===== config.mk =====
export PLATFORM = sky130hd
export DESIGN_NAME = pipe_hazard_ctrl
export DESIGN_NICKNAME = d
export VERILOG_FILES = /design/src/rtl/pipe_pkg.sv /design/src/rtl/pipe_reg.sv /design/src/rtl/pipe_hazard_ctrl.sv
export SDC_FILE = /design/constraint.sdc
export NUM_CORES = 1
export LEC_CHECK = 0
export BUFFER_PORTS_ARGS = -buffer_cell sky130_fd_sc_hd__buf_4
export CAP_MARGIN = 25
export CORE_MARGIN = 2
export CORE_UTILIZATION = 33
export CTS_CLUSTER_DIAMETER = 200
export DETAILED_ROUTE_END_ITERATION = 10
export SLEW_MARGIN = 20
export SYNTH_ARGS = -nofsm -noshare
export SYNTH_HDL_FRONTEND = slang
export SYNTH_SLANG_ARGS = --single-unit
export TNS_END_PERCENT = 10

===== constraint.sdc =====
create_clock -name clk -period 2.8 [get_ports clk]
set_clock_uncertainty 0.15 [all_clocks]
set_input_delay 0.14 -clock clk [delete_from_list [all_inputs] [get_ports clk]]
set_output_delay 0.14 -clock clk [all_outputs]
set_load 0.05 [all_outputs]

===== src/rtl/pipe_pkg.sv =====
// pipe_pkg: shared opcodes, NOP word and stage record for the hazard controller
package pipe_pkg;
  localparam logic [31:0] NOP     = 32'hD503201F;
  localparam logic [10:0] OP_LDUR = 11'b11111000010;
  localparam logic [10:0] OP_STUR = 11'b11111000000;
  localparam logic [7:0]  OP_CBZ  = 8'b10110100;
  localparam logic [4:0]  XZR     = 5'd31;
  typedef struct packed {
    logic [31:0] instr;
    logic        rw;
  } stage_t;
  function automatic logic uses_rt(input logic [31:0] i);
    return (i[31:21] == OP_STUR) || (i[31:24] == OP_CBZ);
  endfunction
endpackage


===== src/rtl/pipe_reg.sv =====
// pipe_reg: one pipeline stage register (instruction + RegWrite) with hold and NOP load
module pipe_reg
  import pipe_pkg::*;
(
  input  logic   clk,
  input  logic   en_i,
  input  logic   nop_i,
  input  stage_t d_i,
  output stage_t q_o
);
  stage_t q_q;
  // loading a bubble wins over holding, so reset/flush always clear the stage
  always_ff @(posedge clk)
    if (nop_i) q_q <= '{instr: NOP, rw: 1'b0};
    else if (en_i) q_q <= d_i;
  assign q_o = q_q;
endmodule


===== src/rtl/pipe_hazard_ctrl.sv =====
// pipe_hazard_ctrl: RF/EX/MEM/WB instruction pipeline with load-use stall and flush
module pipe_hazard_ctrl
  import pipe_pkg::*;
(
  input  logic        clk,
  input  logic        reset,
  input  logic [31:0] instr_if,
  input  logic        RegWrite_dec,
  input  logic        flush,
  output logic [31:0] instr_reg,
  output logic [31:0] instr_reg_ex,
  output logic [31:0] instr_reg_mem,
  output logic [31:0] instr_reg_wb,
  output logic        RegWrite_exe,
  output logic        RegWrite_reg_mem,
  output logic        RegWrite_wb,
  output logic        stall,
  output logic [15:0] stall_count
);
  stage_t      rf_q, ex_q, mem_q, wb_q;
  logic        hazard, unused_rf_rw;
  logic [4:0]  rd_ex;
  logic [15:0] stall_count_q;
  assign rd_ex = ex_q.instr[4:0];
  // load in EX writing a real register that the RF instruction reads (Rt only for STUR/CBZ)
  always_comb begin
    hazard = (ex_q.instr[31:21] == OP_LDUR) && ex_q.rw && (rd_ex != XZR) ?
             (rd_ex == rf_q.instr[9:5]) || (rd_ex == rf_q.instr[20:16]) ||
             (uses_rt(rf_q.instr) && rd_ex == rf_q.instr[4:0]) : 1'b0;
  end
  assign stall = hazard & ~flush;
  pipe_reg u_rf (
    .clk  (clk),
    .en_i (~stall),
    .nop_i(reset | flush),
    .d_i  (stage_t'({instr_if, 1'b0})),
    .q_o  (rf_q)
  );
  pipe_reg u_ex (
    .clk  (clk),
    .en_i (1'b1),
    .nop_i(reset | flush | stall),
    .d_i  (stage_t'({rf_q.instr, RegWrite_dec})),
    .q_o  (ex_q)
  );
  pipe_reg u_mem (
    .clk  (clk),
    .en_i (1'b1),
    .nop_i(reset),
    .d_i  (ex_q),
    .q_o  (mem_q)
  );
  pipe_reg u_wb (
    .clk  (clk),
    .en_i (1'b1),
    .nop_i(reset),
    .d_i  (mem_q),
    .q_o  (wb_q)
  );
  // saturating count of cycles spent stalled
  always_ff @(posedge clk)
    if (reset) stall_count_q <= '0;
    else if (stall && stall_count_q != 16'hFFFF) stall_count_q <= stall_count_q + 16'd1;
  assign unused_rf_rw     = rf_q.rw;
  assign instr_reg        = rf_q.instr;
  assign instr_reg_ex     = ex_q.instr;
  assign instr_reg_mem    = mem_q.instr;
  assign instr_reg_wb     = wb_q.instr;
  assign RegWrite_exe     = ex_q.rw;
  assign RegWrite_reg_mem = mem_q.rw;
  assign RegWrite_wb      = wb_q.rw;
  assign stall_count      = stall_count_q;
endmodule


; After elaboration in Yosys (flattened, before gate mapping)
; Cells that the tools add are included.
[op_classes]
n_addsub = 1
n_mul = 0
n_div = 0
magnitude_cmp = 0
eq_ne = 8
shift = 0
muxes = 1
n_bitwise = 4
reduce_logical = 7
[op_table]
columns = cell, n
row1 = "11-bit == test, second input constant", 2
row2 = "16-bit by 1-bit adder with 16-bit output, second input constant", 1
row3 = "16-bit inequality test, second input constant", 1
row4 = 5-bit == test, 3
row5 = "8-bit == test, second input constant", 1
row6 = "5-bit inequality test, second input constant", 1
row7 = 1-bit logical AND, 4
row8 = 1-bit logical OR, 3
row9 = 1-bit bitwise OR, 2
row10 = 1-bit AND, 1
row11 = 1-bit two-way mux, 1
row12 = 1-bit NOT, 1
[totals]
ff_bits = 147
latchBits = 0
mem_bits_rw = 0
romBits = 0
input_bits = 36
out_inout_bits = 148
elab_cells = 29
memories = 0

; Depth between registers and ports, before layout
[depth]
ltp_word = 7
ltp_mapped = 9
mapped_depth_nobuf = 7

; Modules after synthesis
; A second synthesis with hierarchy kept.
[unflattened]
cells_unflattened = 577
area_unflattened_um2 = 6054.6
[by_module_without_submodules]
columns = mod, n_inst, cells_per_inst, area_per_inst_um2, seq_area_each_um2
row1 = pipe_reg, 4, 108, 1232.4, 660.6
row2 = pipe_hazard_ctrl, 1, 145, 1124.8, 320.3

; Least setup slack after synthesis
; No wires, ideal clock.
[synth_path]
kind = reg2reg
start = reg stall_count_q[0], in the netlist stall_count[0]
end = reg stall_count_q[1], in the netlist stall_count[1]
arrival_ps = 2326
t_required_ps = 2522
setup_slack_ps = 196
path_stages_with_launch = 10
n_path_buf = 2
cell_sequence = dfxtp_1 ha_1 nand3_1 or4_1 nand4_1 o21bai_2 buf_6 buf_8 mux2i_1 nor2_1
[synth_between]
elab_chain_cells = 2
[synth_lines]
columns = item, line
row1 = from (decl), pipe_hazard_ctrl.sv:23  ; logic [15:0] stall_count_q;
row2 = from (signal assigned), pipe_hazard_ctrl.sv:63  ; else if (stall && stall_count_q != 16'hFFFF) stall_count_q <= stall_count_q + 16'd1;
row3 = branches (longest 2 deep; another with 16-bit by 1-bit adder with 16-bit output), --
; Parallel ways; which one is timed is not known.
; A chain may end at the register's enable or synchronous reset.

; Worst setup path in the final report
[layout_path]
start = reg u_ex.q_q, in the netlist u_ex.q_o[1]
end = reg stall_count_q[3], in the netlist stall_count[3]
[layout_between]
elab_chain_cells = 6
[layout_lines]
columns = item, line
row1 = from (decl), pipe_reg.sv:11  ; stage_t q_q;
row2 = from (signal assigned), pipe_reg.sv:14  ; if (nop_i) q_q <= '{instr: NOP, rw: 1'b0};
row3 = from (signal assigned), pipe_reg.sv:15  ; else if (en_i) q_q <= d_i;
row4 = "5-bit == test, on equally long branches", "pipe_hazard_ctrl.sv:28, pipe_hazard_ctrl.sv:29"
row5 = 1-bit logical OR or 1-bit logical AND (tied branches), "pipe_hazard_ctrl.sv:28, pipe_hazard_ctrl.sv:29"
row6 = 1-bit logical OR, pipe_hazard_ctrl.sv:28  ; (rd_ex == rf_q.instr[9:5]) || (rd_ex == rf_q.instr[20:16]) ||
row7 = 1-bit two-way mux *, pipe_hazard_ctrl.sv:27  ; hazard = (ex_q.instr[31:21] == OP_LDUR) && ex_q.rw && (rd_ex != XZR) ?
row8 = 1-bit AND *, pipe_hazard_ctrl.sv:31  ; assign stall = hazard & ~flush;
row9 = 1-bit logical AND *, pipe_hazard_ctrl.sv:63
; Mark *: on every way between the ends. The rest lies on a longest branch, timed or not.

==> metrics.log <==
[metrics] Clock Sinks: 147
[metrics] number of ports placed on the die boundary: 184
[metrics] Max IR drop VDD: 0.415 mV
[metrics] total track usage: 16.8%
[metrics] Placed Area: 6440 um2
[metrics] n_diodes: 0
[metrics] worst-case register-to-register setup slack: 0.41 ns
[metrics] endpoint of the lowest-slack register-to-register path: stall_count[3]$_SDFFE_PP0P_
[metrics] Min Clock Period, post-route: 2.39 ns
[metrics] utilization of the core after routing: 50.8%
[metrics] pin count of the biggest net entering global routing: 49
[metrics] DRC violations left: 0
[metrics] average wire length per cell after detail routing: 15.4 um
[metrics] cell area after synthesis: 4930 um2
[metrics] HPWL after DPL: 9820 um
[metrics] number of different library cells in the post-synthesis netlist: 41
[metrics] HP Class: reg2reg
[metrics] worst r2r src: u_ex.q_o[1]$_SDFF_PP1_
[metrics] total wire length after detailed routing: 13400 um
[metrics] register area share after synthesis: 59.7%
[metrics] synthesized netlist net count: 494
[metrics] Sequential cell area: 2940 um2
[metrics] insertion delay of the later-clocked pin in the worst-skew pair: 0.42 ns
[metrics] final number of setup-violating endpoints: 0
[metrics] per-instance average area after synthesis: 10.8 um2
[metrics] clock tree root buffer cell: sky130_fd_sc_hd__clkbuf_16
[metrics] number of gates resized after CTS: 0
[metrics] share of synthesized flip-flops with an asynchronous set or reset: 0%
[metrics] maximum clock frequency: 418 MHz
[metrics] number of flip-flops and latches in the synthesized netlist: 147
[metrics] drt via density: 4.57
[metrics] TritonCTS Buffers: 17
[metrics] unrepaired setup endpoints after global routing: false
[metrics] count of port buffers added during placement: 183
[metrics] violation count after the first detailed-routing iteration: 173
[metrics] cell type with the highest aggregate area in the netlist: sky130_fd_sc_hd__dfxtp_1
[metrics] worst hold path endpoint: u_wb.q_o[14]$_SDFF_PP1_
[metrics] vias in the first global route: 3912
[metrics] type of element capturing the critical path: flip-flop
[metrics] area of all placed cells without fillers: 7410 um2
[metrics] worst hold stages: 1
[metrics] maximum buffer depth of the clock tree: 2
[metrics] total power divided by cell area: 652 nW/um2
[metrics] largest driver fanout on the critical path: 25
[metrics] first-pass GRT wire length: 20600 um
[metrics] count of flip-flops with a built-in enable after synthesis: 0
[metrics] actual slew at the worst max-slew pin: 0.818 ns
[metrics] layout cell share with drive strength beyond 1: 37.0%
[metrics] part of the cycle the worst path needs: 85.4%
[metrics] most numerous cell types in the synthesized netlist: sky130_fd_sc_hd__dfxtp_1, sky130_fd_sc_hd__nor2b_1, sky130_fd_sc_hd__mux2i_1
[metrics] Slew HR: 45.2%
[metrics] ANT nets after route: 0
[metrics] TritonCTS clock tree: built
[metrics] total number of placement rows: 44
[metrics] final hold violation count: 0
[metrics] Horiz. Die Dim: 126 um
[metrics] cell count of the worst reg-to-reg path: 6
[metrics] sum of negative setup slack: 0 ns
[metrics] CP Data Arrival Time: 2.59 ns
[metrics] count of vias placed by the detailed router: 3992
[metrics] area added between synthesis and finish: 50.3%
[metrics] Ys Warns: 0
[metrics] area occupied by multi-input gates: 1850 um2
[metrics] global placement routability congestion: 0.809
[metrics] number of fill cells: 1313
[metrics] Detailed Routing Iterations Pass 1: 4
[metrics] worst hold path startpoint: u_mem.q_o[14]$_SDFF_PP1_
[metrics] H-tree level count: 4
[metrics] Clk pin slew, worst setup/hold paths: 0.06 ns
[metrics] gate count of the mapped netlist: 457
[metrics] area of the die: 15900 um2
[metrics] top-count cell post-synth: sky130_fd_sc_hd__dfxtp_1
[metrics] Worst Setup Start Kind: flip-flop
[metrics] die span in y: 126 um
[metrics] leak pwr: 3.09 nW
[metrics] share of Yosys cell area claimed by the top area cell type: 59.7%
[metrics] remaining global-route overflow: 0
[metrics] Crit Path Category: reg2reg
[metrics] Starting Density: 33.8%
[metrics] main area contributors after synthesis: sky130_fd_sc_hd__dfxtp_1, sky130_fd_sc_hd__mux2i_1, sky130_fd_sc_hd__nor2b_1
[metrics] most instantiated flip-flop cell in the synthesis netlist: sky130_fd_sc_hd__dfxtp_1
[metrics] result of the run: finished, final reports clean
[metrics] antenna violations before repair: 0
[metrics] Final nets: 713
[metrics] Max Slew Vio Count: 0
[metrics] number of maximum-capacitance violations: 0
[metrics] core area: 14600 um2
[metrics] Data required, critical path: 3.00 ns
-- kinds of logic (layout without fill, tap and decap cells) --
kind of cell,Yosys count,after routing,share of synthesized area [%]
AOI/OAI and AO/OA,26,26,3.00
xor gates and xnor gates,16,16,2.84
adders and majority gates,1,1,0.254
buffers and inverters,26,258,2.84
DFF,147,147,59.7
muxes,36,36,7.39
and+or+nand+nor,205,205,24.0
-- state kept, by name, indices dropped and copies added, names as in the netlist --
register     cells
u_wb.q_o        33
u_mem.q_o       33
u_rf.q_o        32
stall_count     16
u_ex.q_o        33
-- stage by stage --
stage               instances  worst slack [ns]  total power, W  hold WS (ns)
global placement          806             0.483         0.00252         0.200
floorplan                 457             0.196         0.00239         0.112
CTS                       873             0.396         0.00489         0.295
global route              873             0.207         0.00500         0.324
detailed placement        806             0.417         0.00252         0.207
finish                    873             0.409         0.00483         0.297
-- worst max path at each step --
stage / from / to / depth (start not counted)
3_5_place_dp: u_ex.q_o[1]$_SDFF_PP1_ / stall_count[5]$_SDFFE_PP0P_ / 6
5_1_grt: u_rf.q_o[22]$_SDFFE_PP0N_ / stall_count[3]$_SDFFE_PP0P_ / 6
6_report: u_ex.q_o[1]$_SDFF_PP1_ / stall_count[3]$_SDFFE_PP0P_ / 6
3_3_place_gp: u_rf.q_o[22]$_SDFFE_PP0N_ / u_ex.q_o[22]$_SDFF_PP0_ / 8
4_1_cts: u_ex.q_o[1]$_SDFF_PP1_ / stall_count[5]$_SDFFE_PP0P_ / 6
2_1_floorplan: stall_count[0]$_SDFFE_PP0P_ / stall_count[1]$_SDFFE_PP0P_ / 9
-- final cells by class --
class                           instances  area share (%)
Clock buffer                           23            6.59
Clock inverter                          9            1.71
Inverter                                2           0.101
Multi-Input combinational cell        284            24.9
Sequential cell                       147            39.7
Tap cell                              184            3.11
Timing Repair Buffer                  224            23.9
-- power breakdown --
part           leakage, nW  switching (W)  internal [W]
registers             1.19      0.0000366       0.00213
clock network        0.303       0.000834       0.00149
logic                 1.59       0.000205      0.000139
total                 3.09        0.00108       0.00376
-- worst max-delay path: stages (launching register included) --
cell	delay, ns
sky130_fd_sc_hd__dfxtp_1	0.54
sky130_fd_sc_hd__xnor2_1	0.17
sky130_fd_sc_hd__nand2_1	0.11
sky130_fd_sc_hd__nor4_4	0.34
sky130_fd_sc_hd__o21bai_2	0.30
sky130_fd_sc_hd__or3_2	0.54
sky130_fd_sc_hd__a21oi_1	0.16
-- routing by layer --
metal	global-route usage, %	part of all wire, %
met1	20.9	44
met2	26.3	46
met3	5.73	7.5
met4	7.63	2.5
met5	0	0
-- placed cells by master, fill, tap and decap left out, types with 2 or more instances in the layout --
| master | n |
|---|---|
| sky130_fd_sc_hd__buf_4 | 189 |
| sky130_fd_sc_hd__dfxtp_1 | 147 |
| sky130_fd_sc_hd__nor2b_1 | 45 |
| sky130_fd_sc_hd__dlygate4sd3_1 | 35 |
| sky130_fd_sc_hd__mux2i_1 | 33 |
| sky130_fd_sc_hd__nor2_1 | 31 |
| sky130_fd_sc_hd__or2_2 | 28 |
| sky130_fd_sc_hd__nand2_1 | 22 |
| sky130_fd_sc_hd__or3_1 | 21 |
| sky130_fd_sc_hd__and2_1 | 19 |
| sky130_fd_sc_hd__clkbuf_16 | 17 |
| sky130_fd_sc_hd__xnor2_1 | 15 |
| sky130_fd_sc_hd__nand4_1 | 11 |
| sky130_fd_sc_hd__a21oi_1 | 11 |
| sky130_fd_sc_hd__o21ai_0 | 9 |
| sky130_fd_sc_hd__and3_1 | 6 |
| sky130_fd_sc_hd__nand3_1 | 6 |
| sky130_fd_sc_hd__clkbuf_8 | 4 |
| sky130_fd_sc_hd__clkinv_2 | 4 |
| sky130_fd_sc_hd__or4_1 | 3 |
| sky130_fd_sc_hd__bufinv_16 | 3 |
| sky130_fd_sc_hd__nor3_1 | 2 |
| sky130_fd_sc_hd__inv_1 | 2 |
| sky130_fd_sc_hd__mux2_1 | 2 |
| sky130_fd_sc_hd__o31ai_1 | 2 |
| sky130_fd_sc_hd__or3_2 | 2 |
| sky130_fd_sc_hd__clkbuf_1 | 2 |
-- timing repair --
action,CTS,global route
hold endpoints to repair,56,0
hold buffers,35,0
setup buffers,0,0
endpoints found under the setup margin,0,0
Note: power is estimated with default switching activity, not from simulation.
